### src/rtl/maxpool2x2_stage.sv
`timescale 1ns/1ps
// maxpool2x2_stage
// S2 stage of the LeNet-5 accelerator: 2x2 / stride-2 signed int8 max-pool
// with optional ReLU. Reads the conv result from the source BRAM and writes
// the pooled maps, packed 4 px per word, to the destination BRAM.
//
// Ports
//   clk, rst        clock (rising edge) and synchronous active-high reset
//   start           one-cycle start pulse, accepted only in IDLE or DONE
//   done            high from job completion until the next accepted start
//   BRAM_SRC_*      read port of the source BRAM (data valid 1 cycle after EN)
//   BRAM_DST_*      write port of the destination BRAM
//
// Each source word holds 4 adjacent pixels of one row. A top/bottom word
// pair yields 2 pooled pixels, so two pairs fill one destination word.
module maxpool2x2_stage #(
    parameter int          IN_H     = 28,
    parameter int          IN_W     = 28,
    parameter int          CH       = 6,
    parameter int          RELU     = 1,
    parameter logic [31:0] SRC_BASE = 32'h0,
    parameter logic [31:0] DST_BASE = 32'h0
) (
    input  logic        clk,
    input  logic        rst,
    input  logic        start,
    output logic        done,
    output logic [31:0] BRAM_SRC_ADDR,
    output logic        BRAM_SRC_EN,
    output logic [3:0]  BRAM_SRC_WE,
    input  logic [31:0] BRAM_SRC_DOUT,
    output logic [31:0] BRAM_DST_ADDR,
    output logic        BRAM_DST_EN,
    output logic [3:0]  BRAM_DST_WE,
    output logic [31:0] BRAM_DST_DIN
);

    localparam int WPR   = IN_W / 4;
    localparam int PAIRS = CH * (IN_H / 2) * WPR;

    localparam logic [31:0] ROW_W     = 32'(WPR);
    localparam logic [31:0] ROW_PAIR  = 32'(2 * WPR);
    localparam logic [31:0] LAST_J    = 32'(WPR - 1);
    localparam logic [31:0] LAST_PAIR = 32'(PAIRS - 1);

    typedef enum logic [2:0] {
        IDLE,
        RD_TOP,
        RD_BOT,
        CMP,
        FLUSH,
        DONE
    } state_t;

    state_t state, state_nxt;

    // Row pairs never straddle a channel (IN_H is even), so a single running
    // word index of the top row walks across rows and channels alike.
    logic [31:0] col_j;
    logic [31:0] row_word;
    logic [31:0] pair_cnt;
    logic [31:0] dst_word;
    logic        half;
    logic        wr_pend;
    logic [31:0] pack;
    logic [31:0] top_p1;
    logic [31:0] src_word;
    logic [7:0]  pooled0;
    logic [7:0]  pooled1;
    logic        accept;

    function automatic logic signed [7:0] smax(input logic signed [7:0] a,
                                               input logic signed [7:0] b);
        return (a > b) ? a : b;
    endfunction

    function automatic logic [7:0] relu_sat(input logic signed [7:0] v);
        if (RELU != 0 && v < 0)
            return 8'h00;
        return v;
    endfunction

    function automatic logic [7:0] pool4(input logic [7:0] t0, input logic [7:0] t1,
                                         input logic [7:0] b0, input logic [7:0] b1);
        return relu_sat(smax(smax(t0, t1), smax(b0, b1)));
    endfunction

    assign accept   = start && (state == IDLE || state == DONE);
    assign src_word = row_word + col_j + ((state == RD_BOT) ? ROW_W : 32'd0);

    // Bottom word is on BRAM_SRC_DOUT during CMP; top word was captured in RD_BOT.
    assign pooled0 = pool4(top_p1[7:0],   top_p1[15:8],  BRAM_SRC_DOUT[7:0],   BRAM_SRC_DOUT[15:8]);
    assign pooled1 = pool4(top_p1[23:16], top_p1[31:24], BRAM_SRC_DOUT[23:16], BRAM_SRC_DOUT[31:24]);

    assign BRAM_SRC_WE = 4'h0;

    always_ff @(posedge clk) begin
        if (rst)
            state <= IDLE;
        else
            state <= state_nxt;
    end

    always_comb begin
        state_nxt     = state;
        done          = 1'b0;
        BRAM_SRC_EN   = 1'b0;
        BRAM_SRC_ADDR = 32'h0;
        BRAM_DST_EN   = 1'b0;
        BRAM_DST_WE   = 4'h0;
        BRAM_DST_ADDR = 32'h0;
        BRAM_DST_DIN  = 32'h0;
        case (state)
            IDLE: begin
                if (start)
                    state_nxt = RD_TOP;
            end
            RD_TOP: begin
                BRAM_SRC_EN   = 1'b1;
                BRAM_SRC_ADDR = SRC_BASE + (src_word << 2);
                state_nxt     = RD_BOT;
            end
            RD_BOT: begin
                BRAM_SRC_EN   = 1'b1;
                BRAM_SRC_ADDR = SRC_BASE + (src_word << 2);
                state_nxt     = CMP;
            end
            CMP: begin
                state_nxt = (pair_cnt == LAST_PAIR) ? FLUSH : RD_TOP;
            end
            FLUSH: begin
                state_nxt = DONE;
            end
            DONE: begin
                done = 1'b1;
                if (start)
                    state_nxt = RD_TOP;
            end
            default: begin
                state_nxt = IDLE;
            end
        endcase
        // A completed pack word goes out in the following RD_TOP or FLUSH cycle.
        if (wr_pend) begin
            BRAM_DST_EN   = 1'b1;
            BRAM_DST_WE   = 4'hF;
            BRAM_DST_ADDR = DST_BASE + (dst_word << 2);
            BRAM_DST_DIN  = pack;
        end
    end

    // Stage p1: top word captured while the bottom word is being read.
    always_ff @(posedge clk) begin
        if (state == RD_BOT)
            top_p1 <= BRAM_SRC_DOUT;
    end

    // Stage p2: pooled bytes shift into the pack register, counters advance.
    always_ff @(posedge clk) begin
        if (rst) begin
            col_j    <= 32'd0;
            row_word <= 32'd0;
            pair_cnt <= 32'd0;
            dst_word <= 32'd0;
            half     <= 1'b0;
            wr_pend  <= 1'b0;
            pack     <= 32'h0;
        end else begin
            wr_pend <= 1'b0;
            if (wr_pend)
                dst_word <= dst_word + 32'd1;
            if (accept) begin
                col_j    <= 32'd0;
                row_word <= 32'd0;
                pair_cnt <= 32'd0;
                dst_word <= 32'd0;
                half     <= 1'b0;
                pack     <= 32'h0;
            end
            if (state == CMP) begin
                // Lower pixel index ends up in the lower byte after two shifts.
                pack     <= {pooled1, pooled0, pack[31:16]};
                half     <= ~half;
                wr_pend  <= half;
                pair_cnt <= pair_cnt + 32'd1;
                if (col_j == LAST_J) begin
                    col_j    <= 32'd0;
                    row_word <= row_word + ROW_PAIR;
                end else begin
                    col_j <= col_j + 32'd1;
                end
            end
        end
    end

endmodule
### config.mk
export PLATFORM = sky130hd
export DESIGN_NAME = maxpool2x2_stage
export DESIGN_NICKNAME = d
export VERILOG_FILES = /design/src/rtl/maxpool2x2_stage.sv
export SDC_FILE = /design/constraint.sdc
export NUM_CORES = 1
export LEC_CHECK = 0
export ABC_CLOCK_PERIOD_IN_PS = 17500
export BUFFER_PORTS_ARGS = -buffer_cell sky130_fd_sc_hd__buf_2
export CORE_MARGIN = 2
export CORE_UTILIZATION = 45
export DETAILED_ROUTE_END_ITERATION = 12
export PLACE_DENSITY = 0.76
export RECOVER_POWER = 25
export SLEW_MARGIN = 20
export SYNTH_ARGS = -nofsm -noshare
export SYNTH_HDL_FRONTEND = slang
export SYNTH_SLANG_ARGS = --single-unit
### constraint.sdc
create_clock -name clk -period 17.5 [get_ports clk]
set_input_delay 5.25 -clock clk [delete_from_list [all_inputs] [get_ports clk]]
set_output_delay 5.25 -clock clk [all_outputs]
set_load 0.03 [all_outputs]
==> results.md <==
* Status: finished with violations
* Failing checks: capacitance limit, slew limit
* Synth unique cells at 75
* Fin crit period at 11.60 ns
* Vias in the first global route at 10100
* Count of final setup violators at 0
* Via density at 5.63
* Cts repair resizes at 0
* Antenna viol nets, final at 0
* Synth Instances at between 1000 and 1500
* TNS Setup at 0 ns
* Flop-to-flop setup slack at 12.56 ns
* Via count at 10700
* Clock power frac at 37.8%
* Routed wire length per instance at roughly 15 um
* Simple-gate share of the synthesized area at ~27%
* Top-area cell type share of the netlist area at 26.0%
* Critical Path Fanout Max at 35
* Final Max Tran Viols at between 80 and 90
* Drt drc at 0
* XOR/XNOR Fraction of Synth Area at 5.50%
* P_sw at 321 uW
* Leak pwr at 0.00573 uW
* Critical-path cell list: inv_1 -> nor3_1 -> clkbuf_1 -> fa_1 -> ha_1 -> fa_1 -> a21o_1 -> a21oi_1 -> o21ai_1 -> a21oi_1 -> o21ai_1 -> a41oi_1 -> o21ai_1 -> o31ai_1 -> buf_2
* CP endpoint kind: output pin
* Seq/Total Area, Yosys at between 30% and 40%
* Worst Max-Slew Pin Slew at 2.17 ns
* Inserted Diodes at 0
* Routability cong. at 0.887
* Top_reg_cell synth: dfxtp_1
* Nets at roughly 1700
* Fmax at roughly 0.086 GHz
* Syn avg cell area at 8.31 um^2
* Row cnt at 60
* DRT iter0 DRCs at 696
* Slowest-stage cell, CP: clkbuf_1
* Synthesis Warnings at 0
* IR Drop Worst-Case VDD at 0.0650 mV
* Most frequent cells after synthesis: dfxtp_1, nor2_1, nand2_1
* Cts hold-fix bufs at 0
* Combinational family with the most area after synthesis: simple AND/OR/NAND/NOR gates
* Post-DP HPWL at 20.4 mm
* Total grt overflow at 0
* Post-Route WL at about 28 mm
* Share of layout cells above drive strength 1 at 10.9%
* M3 GR Usage at 2.44%
* RSZ-0062 raised after global routing: no
* Number of synthesized register bits at 189
* Clock Path Buffers at 2
* Met1 GRT Util at 25.9%
* Cell mode on critical path: o21ai_1
* Initial Utilization at 45.4%
* Slowest cell delay on critical path at 1.57 ns
* Post-synth ARST share at 0%
* Relative slew slack at -44.9%
* Area leader, netlist: dfxtp_1
* Core Util, Final at 50.7%
* Startpoint Class: flip-flop
* First-pass GRT wire length at 47.1 mm
* Crit share post-route at between 60% and 70%
* Die Width at 168 um
* Adder-cell share of the synthesized area at between 10% and 20%
* Worst skew pair latency at around 0.44 ns
* Hold Vio Cnt, Final at 0
* CTS sink count at 189
* Comb pwr share at 17.7%
* Global routing's busiest layer: met2
* Worst hold stages at 2
* Pin count of the biggest net entering global routing at 75
* Synth area leaders: dfxtp_1, ha_1, edfxtp_1
* Share of power burned in registers at 44.5%
* Worst reg-to-reg path cell count at 16
* Area growth, synth to finish at 11.5%
* Netlist Area Pre-Place at approximately 12000 um^2
* Port Buf Inserts at 129
* Initial antenna violation count at 0
* H-tree levels at 4
* Post-synthesis mux area share at approximately 2.1%
* Crit path DAT at 6.35 ns
* Number of synthesized flops with an enable pin at 32
* Hold Path Class: reg2reg
* Most frequent cell after synthesis: dfxtp_1
* Core area at 26700 um^2
* CP Data Required Time at 12.25 ns
* Met2 usage at 34.3%
* 1st-pass router iterations at 6
* Clock-pin slew on the worst setup and hold paths at 0.07 ns
* CTS tree: done
* Total track usage at 19.9%
* Pwr dens at 76.9 nW/um^2
* Chip Height at about 170 um
* CP Class: reg2out
* Num CTS Buffers at 17
* Post CTS Setup Buffer Count at 0
* Cell Int Power at between 700 and 800 uW
* Die area at 28200 um^2
* Skew final at 0.0111 ns
* Sw Share at 31.0%
* Compound-Gate Fraction of Synth Area at 15.4%
* Clk root buf: clkbuf_16
* IO Count at about 140
* Max_cap viols at 2
worst max-delay path: cells and delay by family (launching register included):
kind,cells,cell delay [ns]
AO/OA/AOI/OAI,8,2.05
buffers and inverters,3,1.95
adder cells (fa/ha/maj),3,1.29
flip-flops,1,0.43
AND/OR/NAND/NOR,1,0.18
worst paths after layout:
kind | start | end
worst max-delay path | state[1] | BRAM_SRC_ADDR[29]
worst min register to register | row_word[0] | row_word[0]
worst min-delay path | row_word[0] | row_word[0]
worst max register to register | top_p1[21] | pack[24]
cells in the final DEF, fill, tap and decap left out, types with 25 or more instances in the layout:
| cell | count |
|---|---|
| dfxtp_1 | 157 |
| nor2_1 | 148 |
| nand2_1 | 139 |
| ha_1 | 105 |
| a21oi_1 | 103 |
| buf_2 | 96 |
| nand3_1 | 82 |
| and2_1 | 69 |
| inv_1 | 56 |
| xor2_1 | 53 |
| o21ai_0 | 48 |
| and3_1 | 38 |
| clkbuf_1 | 35 |
| edfxtp_1 | 32 |
| nand4_1 | 30 |
| a21o_1 | 25 |
per-layer routing:
metal / vias to the layer above / wire length (um)
li1: 5363 / -
met1: 5067 / 13300
met2: 265 / 13300
met3: 39 / 1140
met4: 0 / 497
met5: - / 0
sequential cells by signal, indices dropped and copies added, names as in the netlist:
| name | flops |
|---|---|
| dst_word | 30 |
| half | 1 |
| col_j | 32 |
| state | 3 |
| pair_cnt | 32 |
| top_p1 | 32 |
| pack | 28 |
| wr_pend | 1 |
| row_word | 30 |
layout make-up:
class | instances | area (um^2)
flip-flops and latches | 189 | 4100
repair buffers | 139 | 672
well taps | 341 | 427
multi-input cells | 1150 | 7490
inverters | 57 | 214
clock inverters | 15 | 169
fillers | 2482 | 13200
clock buffers | 17 | 425
logic make-up after synthesis:
| kind of cell | count (synthesis) |
|---|---|
| compound gates | 289 |
| other cells | 1 |
| simple gates | 640 |
| fa+ha+maj | 109 |
| flops | 189 |
| xor+xnor | 76 |
| buf+inv | 130 |
| mux | 24 |
power by group through the flow:
stage                     logic (uW)  registers [uW]  clock network (uW)
after CTS                        185             461                 400
after detailed placement         184             471                   0
after global placement           179             470                   0
after global routing             206             463                 418
final                            184             462                 392
after floorplan                  138             469                   0
stage by stage:
step | worst slack (ns) | instances | area, um^2 | hold WS [ns] | total power [uW]
floorplan | 5.82 | 1469 | 12200 | 0.430 | 607
global placement | 7.78 | 1876 | 13000 | 0.441 | 649
detailed placement | 7.60 | 1876 | 13000 | 0.443 | 655
CTS | 7.13 | 1908 | 13600 | 0.454 | 1050
global route | 5.51 | 1908 | 13500 | 0.475 | 1090
finish | 5.90 | 1908 | 13500 | 0.452 | 1040
(Power assumes the default switching activity.)
